## config.mk

```make
export PLATFORM = sky130hd
export DESIGN_NAME = if_fetch_stage_flat
export DESIGN_NICKNAME = d
export VERILOG_FILES = /design/src/rtl/if_fetch_stage_if.sv /design/src/rtl/if_fetch_stage.sv /design/src/flat_wrapper.sv
export SDC_FILE = /design/constraint.sdc
export NUM_CORES = 1
export LEC_CHECK = 0
export ABC_AREA = 1
export CORE_MARGIN = 5
export CORE_UTILIZATION = 35
export CTS_BUF_LIST = sky130_fd_sc_hd__clkbuf_2
export DETAILED_ROUTE_END_ITERATION = 7
export SKIP_LAST_GASP = 1
export SLEW_MARGIN = 0
export SYNTH_ARGS = -nofsm -noshare
export SYNTH_HDL_FRONTEND = slang
export SYNTH_SLANG_ARGS = --single-unit
```

## constraint.sdc

```tcl
create_clock -name clk -period 2.4 [get_ports clk]
set_clock_uncertainty 0.1 [all_clocks]
set_input_delay 0.24 -clock clk [delete_from_list [all_inputs] [get_ports clk]]
set_output_delay 0.24 -clock clk [all_outputs]
set_load 0.005 [all_outputs]
```

## src/rtl/if_fetch_stage_if.sv

```systemverilog
// Instruction-memory bus between the fetch stage and a zero-latency instruction memory.
// The fetch stage drives the address; memory returns the word in the same cycle.
interface if_fetch_stage_if;
  logic [31:0] im_addr;
  logic [31:0] im_instr;

  modport master (output im_addr, input im_instr);
  modport slave  (input im_addr, output im_instr);
endinterface

```

## src/rtl/if_fetch_stage.sv

```systemverilog
// Instruction-fetch stage: PC register, IF/ID pipeline register, load-use stall
// detection, redirect flush and saturating fetch/stall performance counters.
module if_fetch_stage #(
  parameter logic [31:0] RESET_PC = 32'h0000_0000,
  parameter logic [31:0] NOP_WORD = 32'h0000_0000,
  parameter int          CNT_W    = 16
) (
  input  logic             clk,
  input  logic             rst_n,
  if_fetch_stage_if.master imem,
  input  logic             redirect_en,
  input  logic [31:0]      redirect_target,
  input  logic             id_ex_mem_r,
  input  logic [4:0]       id_ex_rt,
  output logic [31:0]      if_id_instr,
  output logic [31:0]      if_id_pc4,
  output logic             if_id_valid,
  output logic             hazard_stall,
  output logic [CNT_W-1:0] fetch_cnt,
  output logic [CNT_W-1:0] stall_cnt
);

  logic [31:0]      pc_q, pc_d;
  logic [31:0]      if_id_instr_q, if_id_instr_d;
  logic [31:0]      if_id_pc4_q, if_id_pc4_d;
  logic             if_id_valid_q, if_id_valid_d;
  logic [CNT_W-1:0] fetch_cnt_q, fetch_cnt_d;
  logic [CNT_W-1:0] stall_cnt_q, stall_cnt_d;

  logic [4:0]  if_id_rs;
  logic [4:0]  if_id_rt;
  logic        load_use;
  logic [31:0] pc_plus4;

  assign if_id_rs = if_id_instr_q[25:21];
  assign if_id_rt = if_id_instr_q[20:16];
  assign pc_plus4 = pc_q + 32'd4;

  // A pending redirect squashes the instruction in IF/ID, so its hazard is moot.
  assign load_use = if_id_valid_q & id_ex_mem_r & (id_ex_rt != 5'd0) &
                    ((id_ex_rt == if_id_rs) | (id_ex_rt == if_id_rt));
  assign hazard_stall = load_use & ~redirect_en;

  function automatic logic [CNT_W-1:0] sat_inc(input logic [CNT_W-1:0] v);
    if (v == {CNT_W{1'b1}}) begin
      return v;
    end
    return v + {{(CNT_W-1){1'b0}}, 1'b1};
  endfunction

  always_comb begin
    pc_d          = pc_q;
    if_id_instr_d = if_id_instr_q;
    if_id_pc4_d   = if_id_pc4_q;
    if_id_valid_d = if_id_valid_q;
    fetch_cnt_d   = fetch_cnt_q;
    stall_cnt_d   = stall_cnt_q;
    if (redirect_en) begin
      pc_d          = {redirect_target[31:2], 2'b00};
      if_id_instr_d = NOP_WORD;
      if_id_pc4_d   = 32'd0;
      if_id_valid_d = 1'b0;
    end else if (hazard_stall) begin
      stall_cnt_d = sat_inc(stall_cnt_q);
    end else begin
      pc_d          = pc_plus4;
      if_id_instr_d = imem.im_instr;
      if_id_pc4_d   = pc_plus4;
      if_id_valid_d = 1'b1;
      fetch_cnt_d   = sat_inc(fetch_cnt_q);
    end
  end

  always_ff @(posedge clk) begin
    if (!rst_n) begin
      pc_q          <= RESET_PC;
      if_id_instr_q <= NOP_WORD;
      if_id_pc4_q   <= 32'd0;
      if_id_valid_q <= 1'b0;
      fetch_cnt_q   <= '0;
      stall_cnt_q   <= '0;
    end else begin
      pc_q          <= pc_d;
      if_id_instr_q <= if_id_instr_d;
      if_id_pc4_q   <= if_id_pc4_d;
      if_id_valid_q <= if_id_valid_d;
      fetch_cnt_q   <= fetch_cnt_d;
      stall_cnt_q   <= stall_cnt_d;
    end
  end

  assign imem.im_addr = pc_q;
  assign if_id_instr  = if_id_instr_q;
  assign if_id_pc4    = if_id_pc4_q;
  assign if_id_valid  = if_id_valid_q;
  assign fetch_cnt    = fetch_cnt_q;
  assign stall_cnt    = stall_cnt_q;

endmodule

```

## src/flat_wrapper.sv

```systemverilog
// flat-port wrapper written by rule: the top's interface ports become plain ports
module if_fetch_stage_flat 
#(
  parameter logic [31:0] RESET_PC = 32'h0000_0000,
  parameter logic [31:0] NOP_WORD = 32'h0000_0000,
  parameter int          CNT_W    = 16
)
  (clk, rst_n, redirect_en, redirect_target, id_ex_mem_r, id_ex_rt, if_id_instr, if_id_pc4, if_id_valid, hazard_stall, fetch_cnt, stall_cnt, imem_im_addr, imem_im_instr);
  if_fetch_stage_if imem_i ();
  input  logic clk;
  input  logic rst_n;
  input  logic redirect_en;
  input  logic [31:0] redirect_target;
  input  logic id_ex_mem_r;
  input  logic [4:0] id_ex_rt;
  output logic [31:0] if_id_instr;
  output logic [31:0] if_id_pc4;
  output logic if_id_valid;
  output logic hazard_stall;
  output logic [CNT_W-1:0] fetch_cnt;
  output logic [CNT_W-1:0] stall_cnt;
  output wire logic [$bits(imem_i.im_addr)-1:0] imem_im_addr;
  input wire logic [$bits(imem_i.im_instr)-1:0] imem_im_instr;
  assign imem_im_addr = imem_i.im_addr;
  assign imem_i.im_instr = imem_im_instr;
  if_fetch_stage #(.RESET_PC(RESET_PC), .NOP_WORD(NOP_WORD), .CNT_W(CNT_W)) u_core (.clk(clk), .rst_n(rst_n), .imem(imem_i), .redirect_en(redirect_en), .redirect_target(redirect_target), .id_ex_mem_r(id_ex_mem_r), .id_ex_rt(id_ex_rt), .if_id_instr(if_id_instr), .if_id_pc4(if_id_pc4), .if_id_valid(if_id_valid), .hazard_stall(hazard_stall), .fetch_cnt(fetch_cnt), .stall_cnt(stall_cnt));
endmodule
```

==> summary.txt, run 1 <==
Global routing
  • Vias in the first global route: 6606
  • First-pass GRT wire length: 34.85 mm
  • Total gr overflow: 0
  • Antenna violations before repair: 1
  • Largest net degree at the start of global routing: 73
  • GRT Util Overall: 19.81%

STA
  • Fmax: 462.3 MHz
  • Slew @ Worst Pin: 0.6104 ns
  • Final setup margin: 0.2369 ns
  • Final cycle utilization of the critical path: 90.13%
  • Final min period: 2.163 ns
  • Final setup fails: 0
  • Fin. Hold Viols: 0
  • RSZ-0062 raised after global routing: no
  • Fin. max-slew vios: 0
  • Slew HR: 59.30%
  • Setup TNS Final: 0 ns

Setup path
  • Slowest cell on the critical path: dfxtp_4
  • Critical path launch point type: register
  • WS Path Type: register to primary output
  • Max FO, Critical Path: 4
  • Worst r2r path cells: 7
  • RR Startpoint: u_core.stall_cnt[1]
  • Worst Path Arrival: 1.82 ns
  • CP Cell Sequence: nor2_2, nor2_1, nor2_1, nand3_1, nand2_4, nand2_8, inv_6, clkbuf_2
  • CP dominant cell by count: nor2_1
  • R2R setup slack: 0.28 ns
  • CP Capture Type: primary output
  • Required @ worst endpoint: 2.06 ns
  • Crit Reg-Reg Endpoint: u_core.stall_cnt[11]
  • Critical Path Max Stage Delay: 0.40 ns

Finish
  • Synthesis-to-layout area growth: 46.06%
  • Final net count: 1275
  • Layout cell share with drive strength beyond 1: 7.013%
  • FF/Latch Area: 0.002515 mm2
  • Final Util: 51.93%
  • Non-filler cells, final: 1442
  • Area of the multi-input gates: 0.003367 mm2
  • Fill cells: 1818

Route
  • DR DRC count: 0
  • Via/cell ratio: 4.865
  • 1st-iter DRT viols: 432
  • DR WL/cell: 14.85 um
  • Initial DRT Pass Iterations: 7
  • Final WL: 21.41 mm
  • Post-DRT Antenna Nets: 0
  • DR vias: 7016

Clocking
  • CTS tree: yes
  • CTS Buf Count: 17
  • CTS H-tree lvls: 4
  • Clk slew on worst S/H paths: 0.21 ns
  • Root buf cell: clkbuf_2
  • Worst-Skew Late Latency: 0.70 ns
  • Clock sink count: 125
  • Clock tree buffer depth: 2

Floorplanning
  • Die width: 145.3 um
  • Die Y: 145.3 um
  • Core ar.: 0.01802 mm2
  • Row cnt: 49
  • Die Footprint: 0.02112 mm2
  • Initial Utilization: 35.55%
  • Ports: 203

Synth
  • Distinct cells, synth: 29
  • Number of enable flip-flop cells after synthesis: 0
  • Asr flop ratio synth: 0%
  • #FFs+latches synth: 125
  • Synth top area share: 39.05%
  • Synth area leaders: dfxtp_1, nand2_1, nor2_1
  • Synth Warn #: 0
  • Yosys top cell by area: dfxtp_1
  • Top_reg_cell synth: dfxtp_1
  • Synthesized cell area: 0.006409 mm2
  • Synth Instances: 964
  • Seq/Total Area, Yosys: 39.05%
  • Avg Inst Size Synth: 6.648 um2

Pwr
  • Total power draw: 4.470 mW
  • Leakage: 3.690 nW
  • Pwr dens: 477.6 mW/mm2
  • VDD IR-drop max: 0.0002871 V

Run
  • Maxcap violations: 0

Place
  • Post-placement cell count: 1369
  • HPWL after DPL: 15.07 mm
  • I/O Buffers: 196
  • RD Place Congestion: 0.9075
  • Post-place setup slack: 0.05196 ns

Hold path
  • Hold Startpoint: redirect_target[22]
  • Hold Crit Endpoint: u_core.imem.im_addr[22]
  • Hold WC Path Type: input pin to register
  • Hold Path Cell Cnt: 3

Run status
  • Outcome: completed
## layout by cell type, fill, tap and decap left out, types with 3 or more instances in the layout
cell	synthesis	layout
nand4_1	36	36
buf_12	0	4
nor2_2	3	4
ha_1	3	3
a21oi_1	74	74
xor2_1	20	20
nor2_1	174	172
clkinv_1	0	3
nor3_1	19	19
xnor2_1	6	6
mux2i_1	4	4
buf_4	9	28
clkbuf_2	1	20
dfxtp_1	125	117
nand2_1	201	200
dfxtp_2	0	7
inv_2	5	4
clkdlybuf4s50_1	0	195
bufinv_16	0	5
o21ai_0	101	101
conb_1	1	4
nand3_1	45	45
dlygate4sd3_1	0	33
inv_1	79	79
o211a_1	7	7
nand3b_1	7	7
## cells by family (layout without fill, tap and decap cells)
group | count (synthesis) | in the layout | synth area share (%)
XOR/XNOR | 26 | 26 | 3.553
flip-flops | 125 | 125 | 39.05
AND/OR/NAND/NOR | 490 | 490 | 32.37
adder cells (fa/ha/maj) | 3 | 3 | 0.5858
multiplexers | 4 | 4 | 0.6248
buffers and inverters | 132 | 377 | 8.922
other | 1 | 5 | 0.05851
AO/OA/AOI/OAI | 183 | 183 | 14.84
## report_power, final
group          switching [mW]  total [mW]  internal (mW)  leakage [nW]
logic                   0.269       0.632          0.363          2.50
registers              0.0659        2.22           2.15          1.02
clock network           0.836        1.62          0.787         0.171
total                    1.17        4.47           3.30          3.69
## worst max-delay path by stage
stage                                 startpoint  slack, ns                 endpoint
final                     u_core.if_id_instr[21]       0.24             hazard_stall
after global routing         u_core.stall_cnt[1]       0.01      u_core.stall_cnt[9]
after CTS                 u_core.if_id_instr[17]       0.02             hazard_stall
after detailed placement             id_ex_rt[3]       0.05  u_core.imem.im_addr[19]
after global placement               id_ex_rt[1]       0.09             hazard_stall
after floorplan              u_core.fetch_cnt[0]       0.66     u_core.fetch_cnt[10]
## sequential cells by signal, summed over array words and instances, names as in the netlist
name	count
u_core.if_id_pc4	30
u_core.if_id_instr	32
u_core.if_id_valid	1
u_core.imem.im_addr	30
u_core.stall_cnt	16
u_core.fetch_cnt	16
## synthesized netlist by cell type (2+ instances only)
master	n
inv_1	79
nor3_1	19
nor2_2	3
a21oi_1	74
nand2_4	2
nand3_1	45
nand4_1	36
o211a_1	7
clkbuf_1	22
nand3b_1	7
buf_2	9
ha_1	3
buf_6	4
o21ai_0	101
nand2_1	201
inv_2	5
xor2_1	20
buf_1	3
dfxtp_1	125
xnor2_1	6
nor2_1	174
buf_4	9
mux2i_1	4
## cell type report
class / count / area share (%)
antenna: 1 / 0.02673
clock buffer: 19 / 1.016
clock inverter: 13 / 2.099
inverter: 84 / 3.422
multi-input combinational: 710 / 35.97
sequential: 125 / 26.87
tap: 229 / 3.061
timing repair buffer: 261 / 27.54
## through the flow
| stage | hold WS [ns] | instance area, um2 |
|---|---|---|
| 2_1_floorplan | 0.2749 | 6420 |
| 3_3_place_gp | 0.3621 | 8657 |
| 3_5_place_dp | 0.3743 | 8657 |
| 4_1_cts | 0.005548 | 9274 |
| 5_1_grt | 0.0009844 | 9360 |
| 6_report | 0.06018 | 9360 |
## critical path: cells and delay by family, from the launching register on
family / cells / cell delay (ns)
buf+inv: 2 / 0.16
simple gates: 6 / 0.56
flops: 1 / 0.40
## routing by layer
metal | vias up | GRT usage, % | share of wire (%)
li1 | 3617 | - | -
met1 | 3146 | 26.53 | 47
met2 | 235 | 30.90 | 43
met3 | 18 | 6.829 | 8.8
met4 | 0 | 4.618 | 1.1
met5 | - | 0 | 0
## repair_timing
item / CTS / global route
resized for setup: 11 / 6
hold buffers: 29 / 4
hold endpoints to repair: 29 / 4
endpoints found under the setup margin: 1 / 1
setup buffers: 2 / 5
pin swaps: 2 / 3
Power figures use the tool's default switching activity.
==> run 2: changes to the inputs <==
Settings changed: CORE_UTILIZATION 35 to 48, PLACE_DENSITY set to 0.82, SLEW_MARGIN 0 to 20.
==> run 2 against run 1 <==
Global-route usage up 6.0 points. Clock-buffer cell count decreased by 2. Largest power group unchanged. Via count rose by 2.5%. Critical endpoint unchanged. Wire length decreased by 3.6%.
==> summary.txt, run 2 (synthesis gave the netlist of run 1 again) <==
Run status
  • Outcome: completed

Setup path
  • CP Capture Type: primary output
  • Required @ worst endpoint: 2.06 ns (about the same)
  • Critical path launch point type: register
  • WS Path Type: register to primary output
  • Max FO, Critical Path: 4 (unchanged)
  • Worst Path Arrival: 1.85 ns (+0.03 ns)

Clocking
  • Clk slew on worst S/H paths: 0.21 ns (about the same)
  • Clock sink count: 125 (unchanged)
  • Worst-Skew Late Latency: 0.70 ns (about the same)
  • CTS tree: yes
  • Clock tree buffer depth: 2 (unchanged)
  • Setup Buffers After CTS: 0 (-2)
  • CTS H-tree lvls: 4 (unchanged)
  • CTS Buf Count: 17 (unchanged)
  • Root buf cell: clkbuf_2

Finish
  • Most common cell after layout, fill and taps aside: nand2_1
  • Fill cells: 1125 (-38%)
  • Most frequent cells in the layout: nand2_1, clkdlybuf4s50_1, nor2_1, dfxtp_1, o21ai_0
  • Layout cell share with drive strength beyond 1: 6.076% (-0.94 points)
  • Max reg flops: 32 (unchanged)
  • Synthesis-to-layout area growth: 41.49%
  • Final net count: 1248 (-2.1%)
  • Post-route cell area: 0.009067 mm2 (-3.1%)

Pwr
  • VDD IR-drop max: 0.0004799 V (+67%)
  • Pwr dens: 492.8 mW/mm2 (+3.2%)
  • Sequential Power Share: 49.7% (about the same)
  • Sw Ratio: 26.58% (+0.39 points)
  • Total power draw: 4.468 mW (about the same)
  • Comb pwr share: 13.6% (-0.5 points)
  • Switch Pwr: 1.187 mW (+1.4%)
  • Leakage: 3.582 nW (-2.9%)
  • Clock power share: 36.7% (+0.4 points)
  • Int Pwr: 3.281 mW (-0.57%)

STA
  • Fin. max-slew vios: 0 (unchanged)
  • Final setup fails: 0 (unchanged)
  • Final Hold Slack: 0.06021 ns (+0.00002800 ns)
  • Final cycle utilization of the critical path: 91.34% (+1.2 points)
  • Final min period: 2.192 ns (+0.02900 ns)
  • Fin. Hold Viols: 0 (unchanged)
  • Slew @ Worst Pin: 0.5352 ns (-0.07527 ns)
  • Setup TNS Final: 0 ns (unchanged)
  • Slew HR: 64.05% (+4.7 points)
  • RSZ-0062 raised after global routing: no
  • Fmax: 456.2 MHz (-1.3%)
  • Final setup margin: 0.2079 ns (-0.02900 ns)

Place
  • HPWL after DPL: 13.98 mm (-7.2%)
  • Placed cell area: 0.008523 mm2 (-1.5%)
  • I/O Buffers: 196 (unchanged)
  • RD Place Congestion: 0.9724 (+7.2%)
  • Post-place setup slack: -0.01404 ns (-0.06600 ns)

Global routing
  • Vias in the first global route: 6804 (+3.0%)
  • First-pass GRT wire length: 33.78 mm (-3.1%)
  • Antenna violations before repair: 1 (unchanged)
  • GRT Util Overall: 25.83% (+6.0 points)
  • Largest net degree at the start of global routing: 78 (+6.8%)
  • Total gr overflow: 0 (unchanged)

Route
  • Final WL: 20.63 mm (-3.6%)
  • Post-DRT Antenna Nets: 0 (unchanged)
  • Via/cell ratio: 5.280 (+8.5%)
  • DR DRC count: 0 (unchanged)
  • DR vias: 7191 (+2.5%)
  • DR WL/cell: 15.15 um (+2.0%)
  • 1st-iter DRT viols: 475 (+10%)
  • Initial DRT Pass Iterations: 8 (+1)

Floorplanning
  • Die width: 125.6 um (-14%)
  • Row cnt: 42 (-14%)
  • Ports: 203 (unchanged)
  • Initial Utilization: 48.59% (+13 points)
  • Die Footprint: 0.01576 mm2 (-25%)
  • Core ar.: 0.01319 mm2 (-27%)
  • Die Y: 125.6 um (-14%)

Hold path
  • Hold WC Path Type: input pin to register

Run
  • Maxcap violations: 0 (unchanged)
run 2: changes by cell type in the layout (fill, tap and decap cells not counted), moves of 2 or more:
cell,change
buf_4,-16
clkbuf_2,-2
clkinv_1,-2
dlygate4sd3_1,-11
nand3_1,-2
nand3_2,+2
run 2: critical path, stage by stage, from the launching register on:
cell and delay (ns):
dfxtp_2 0.38, nor2_1 0.11, nor2_1 0.06, nor2_2 0.14, nand3_2 0.11, nand2_4 0.08
nand2_4 0.06, inv_2 0.09, clkbuf_2 0.12
run 2: what timing repair did:
| action | 4_1_cts | 5_1_grt |
|---|---|---|
| resized for setup | 10 | 4 |
| pin swaps | 2 | 1 |
| endpoints found under the hold margin | 18 | 4 |
| hold buffers | 18 | 4 |
| endpoints found under the setup margin | 1 | 1 |
run 2: final timing paths:
path | startpoint | to | slack (ns) | cells after the start
setup / recovery | u_core.if_id_instr[21] | hazard_stall | 0.21 | 8
hold / removal | imem_im_instr[29] | u_core.if_id_instr[29] | 0.06 | 3
setup reg to reg | u_core.imem.im_addr[2] | u_core.imem.im_addr[20] | 0.27 | 9
hold reg to reg | u_core.if_id_instr[24] | u_core.if_id_instr[24] | 0.39 | 2
run 2: per-layer routing:
| metal | track usage [%] | vias up | wire length (um) |
|---|---|---|---|
| met3 | 9.382 | 22 | 1983 |
| met1 | 31.88 | 3321 | 8704 |
| met4 | 6.569 | 0 | 218 |
| li1 | - | 3562 | - |
| met2 | 42.92 | 286 | 9721 |
| met5 | 0 | - | 0 |
run 2: power groups by stage:
stage               clock network (mW)  logic, mW  registers, mW
finish                            1.64      0.607           2.22
global route                      1.76      0.663           2.23
CTS                               1.67      0.597           2.22
detailed placement                   0      0.568           2.26
global placement                     0      0.558           2.26
floorplan                            0      0.235           2.25
run 2: layout make-up:
cell class / instances / area, um2 / share of cell area [%]
inverters: 84 / 315.3 / 3.477
well taps: 176 / 220.2 / 2.429
flip-flops and latches: 125 / 2512 / 27.71
multi-input cells: 710 / 3366 / 37.12
diodes: 1 / 2.502 / 0.02760
repair buffers: 234 / 2347 / 25.89
clock inverters: 15 / 219.0 / 2.415
clock buffers: 17 / 85.08 / 0.9383
run 2: per-stage QoR:
step           util (%)  instances
2_1_floorplan         -        967
3_3_place_gp      64.62       1307
3_5_place_dp      64.62       1307
4_1_cts           68.40       1357
5_1_grt           68.74       1362
6_report          68.74       1362
